===== src/rtl/piano_pkg.sv =====
// Shared constants and types for the Piano design: melody ROM geometry and note codes.
package piano_pkg;

    localparam int ROM_ADDR_W = 5;
    localparam int ROM_DATA_W = 4;
    localparam int ROM_DEPTH  = 32;

    typedef logic [3:0] note_t;

    // 8..15 are reserved codes and never appear in the melody table
    localparam note_t NOTE_REST = 4'd0;
    localparam note_t NOTE_C    = 4'd1;
    localparam note_t NOTE_D    = 4'd2;
    localparam note_t NOTE_E    = 4'd3;
    localparam note_t NOTE_F    = 4'd4;
    localparam note_t NOTE_G    = 4'd5;
    localparam note_t NOTE_A    = 4'd6;
    localparam note_t NOTE_B    = 4'd7;

endpackage


===== src/rtl/note_rom.sv =====
// 32x4 melody ROM ("Twinkle Twinkle", 4 phrases of 8 steps) with a single registered output.
module note_rom
    import piano_pkg::*;
#(
    parameter int ADDR_W = ROM_ADDR_W,
    parameter int DATA_W = ROM_DATA_W
) (
    input  logic              clk,
    input  logic              rst_n,
    input  logic [ADDR_W-1:0] address,
    output logic [DATA_W-1:0] data
);

    note_t             w_note;
    logic [DATA_W-1:0] r_data;

    always_comb begin
        w_note = NOTE_REST;
        case (address)
            5'd0:  w_note = NOTE_C;
            5'd1:  w_note = NOTE_C;
            5'd2:  w_note = NOTE_G;
            5'd3:  w_note = NOTE_G;
            5'd4:  w_note = NOTE_A;
            5'd5:  w_note = NOTE_A;
            5'd6:  w_note = NOTE_G;
            5'd7:  w_note = NOTE_REST;
            5'd8:  w_note = NOTE_F;
            5'd9:  w_note = NOTE_F;
            5'd10: w_note = NOTE_E;
            5'd11: w_note = NOTE_E;
            5'd12: w_note = NOTE_D;
            5'd13: w_note = NOTE_D;
            5'd14: w_note = NOTE_C;
            5'd15: w_note = NOTE_REST;
            5'd16: w_note = NOTE_G;
            5'd17: w_note = NOTE_G;
            5'd18: w_note = NOTE_F;
            5'd19: w_note = NOTE_F;
            5'd20: w_note = NOTE_E;
            5'd21: w_note = NOTE_E;
            5'd22: w_note = NOTE_D;
            5'd23: w_note = NOTE_REST;
            5'd24: w_note = NOTE_G;
            5'd25: w_note = NOTE_G;
            5'd26: w_note = NOTE_F;
            5'd27: w_note = NOTE_F;
            5'd28: w_note = NOTE_E;
            5'd29: w_note = NOTE_E;
            5'd30: w_note = NOTE_D;
            5'd31: w_note = NOTE_REST;
            default: w_note = NOTE_REST;
        endcase
    end

    // Output register: one-cycle read latency, cleared asynchronously
    always_ff @(posedge clk or negedge rst_n) begin
        if (!rst_n) begin
            r_data <= '0;
        end else begin
            r_data <= w_note;
        end
    end

    assign data = r_data;

endmodule


===== config.mk =====
export PLATFORM = sky130hd
export DESIGN_NAME = note_rom
export DESIGN_NICKNAME = d
export VERILOG_FILES = /design/src/rtl/piano_pkg.sv /design/src/rtl/note_rom.sv
export SDC_FILE = /design/constraint.sdc
export NUM_CORES = 1
export LEC_CHECK = 0
export CAP_MARGIN = 10
export CORE_AREA = 2 2 39 41
export DETAILED_ROUTE_END_ITERATION = 8
export DIE_AREA = 0 0 41 43
export PLACE_DENSITY = 0.47
export SLEW_MARGIN = 20
export SYNTH_ARGS = -nofsm -noshare
export SYNTH_HDL_FRONTEND = slang
export SYNTH_SLANG_ARGS = --single-unit

===== constraint.sdc =====
create_clock -name clk -period 0.8 [get_ports clk]
set_input_delay 0.16 -clock clk [delete_from_list [all_inputs] [get_ports clk]]
set_output_delay 0.16 -clock clk [all_outputs]
set_load 0.01 [all_outputs]

==> reports/results.ini <==
[synth]
synth_seq_area_share=0.385
synth_compound_area_frac=0.212
synth_largest_area_cell=dfrtp_1
ys_ff_latch=3
synthXorXnorAreaFrac=0
yosysWarnings=0
synth.mux.area_fraction=0.0513
synth.area.top_cells=dfrtp_1, ha_1, o21ai_0
syn_area_per_cell_sq_um=8.49
netlist.area_leader.share=0.385
synth_top_family_by_area=compound AO/OA/AOI/OAI gates
synthAdderAreaFrac=0.128
syn_inst=23
synth_fp_nets=32
synthSimpleGateAreaFrac=0.128
syn_area_sq_um=195
yosysUniqueCellTypes=14

[worst_setup_path]
crit_buf_inv=1
cpMaxStageDelayCell=dfrtp_1
critical_path_depth=1
worstPathMaxFanout=1
end_kind=output pin
crit_arrival_ps=710
cp.required_ps=640
critPathKind=reg2out
critPathTopFamily=flip-flops
critPathMaxStageDelay_ps=360
crit_path_end=data[2]
path_cells=buf_6
crit_path_start=data[2]
startpoint_type=flop

[layout]
nFillCells=164
regArea_sq_um=75.1
multi_input_area_sq_um=110
drive_gt1_frac=0.342
largest_reg_flops=3
stdcell_count=54
fin_area_sq_um=333
area_growth_pct=70.5
mostFrequentLayoutCells=o21ai_0, clkbuf_4, dfrtp_1, dlygate4sd2_1
utilization=0.241
antenna_cells=0
finish.net_count=48

[power]
power.total_mw=0.552
p_leak_nw=0.165
power.density_nw_per_um2=1660
vdd_drop_max_mv=0.326

[grt]
grt_pass1_wl_microns=703
grtUsageTotal=0.0651
grt_pass1_vias=195
grt_overflow=0
antenna_found_initial=0
grt_start_max_net_pins=7

[timing]
slew_violations=0
period_share=1.09
fin_crit_ps=869
finalWorstSetupSlack_ps=-69.3
fmax_mhz=1150
finalSetupViolations=3
final_hold_viol_count=0
fin_setup_tns_ps=-190
fin_hold_ws_ps=109
rsz0062_at_grt=true

[place]
placed_area_sq_um=320
place_congestion=0.664
dp_hpwl_microns=316
dp.cells=50
io_buffers=9
dp_slack_ps=-527

[route]
dr.pass1.iters=2
antenna_left=0
post_drt_wl_per_cell_microns=7.69
drc_errors=0
routed_wl_microns=415
vias_per_cell=3.59
dr_total_vias=194
drtIter0Drc=2

[clock_network]
clock-sinks=3
cts_root_buf=clkbuf_4
clockBufferDepth=2
numCtsBuffers=3
cts-htree-levels=1
cts_tree=built
clk_pin_slew_ps=40

[die]
fp.coreArea_sq_um=1380
die-area_sq_um=1760
die_y_microns=43
io_pins=11
initial_core_util=0.141
fp-row-count=14
dieWidth_microns=41

[hold_path]
hold_path_class=in2async

[job]
max_cap_violations=0

[outcome]
outcome=finished with violations
violations=setup timing

-- cell usage after synthesis, drive strengths merged --
library cell / n
buf: 1
nor3: 1
nand2: 2
o21ai: 4
dfrtp: 3
nand3: 1
conb: 1
ha: 2
a31oi: 1
mux2i: 1
o21a: 1
inv: 2
nor2: 2
a22oi: 1
-- final cells by class --
type                       instances  area share
timing repair buffer              12       0.282
tap                               16      0.0602
sequential                         3       0.226
clock buffer                       4      0.0789
inverter                           2      0.0226
multi-input combinational         17       0.331
-- repair_timing --
item / in CTS / in global routing
resized for setup: 21 / 5
setup buffers: 0 / 0
hold buffers: 0 / 0
setup endpoints to repair: 6 / 6
-- power breakdown --
group,internal [mW],switching [mW]
clock,0.187,0.0752
sequential,0.167,0.00362
combinational,0.0626,0.0566
total,0.417,0.135
-- per-layer routing --
layer,vias up,track usage,routed length [microns]
li1,107,-,-
met1,77,0.0671,179
met2,10,0.0813,186
met3,0,0.0314,49
met4,0,0.0800,0
met5,-,0,0
-- worst min path at each step --
| stage | to | cells past startpoint | start |
|---|---|---|---|
| after floorplan | data[0] | 0 | rst_n |
| after global placement | data[2] | 1 | rst_n |
| after detailed placement | data[0] | 1 | rst_n |
| after CTS | data[2] | 1 | rst_n |
| after global routing | data[2] | 1 | rst_n |
| final | data[2] | 1 | rst_n |
-- cells by family after synthesis --
group	after synthesis
AO/OA/AOI/OAI	7
adder cells (fa/ha/maj)	2
buffers and inverters	3
flip-flops	3
multiplexers	1
other	1
AND/OR/NAND/NOR	6
(Power assumes the default switching activity.)
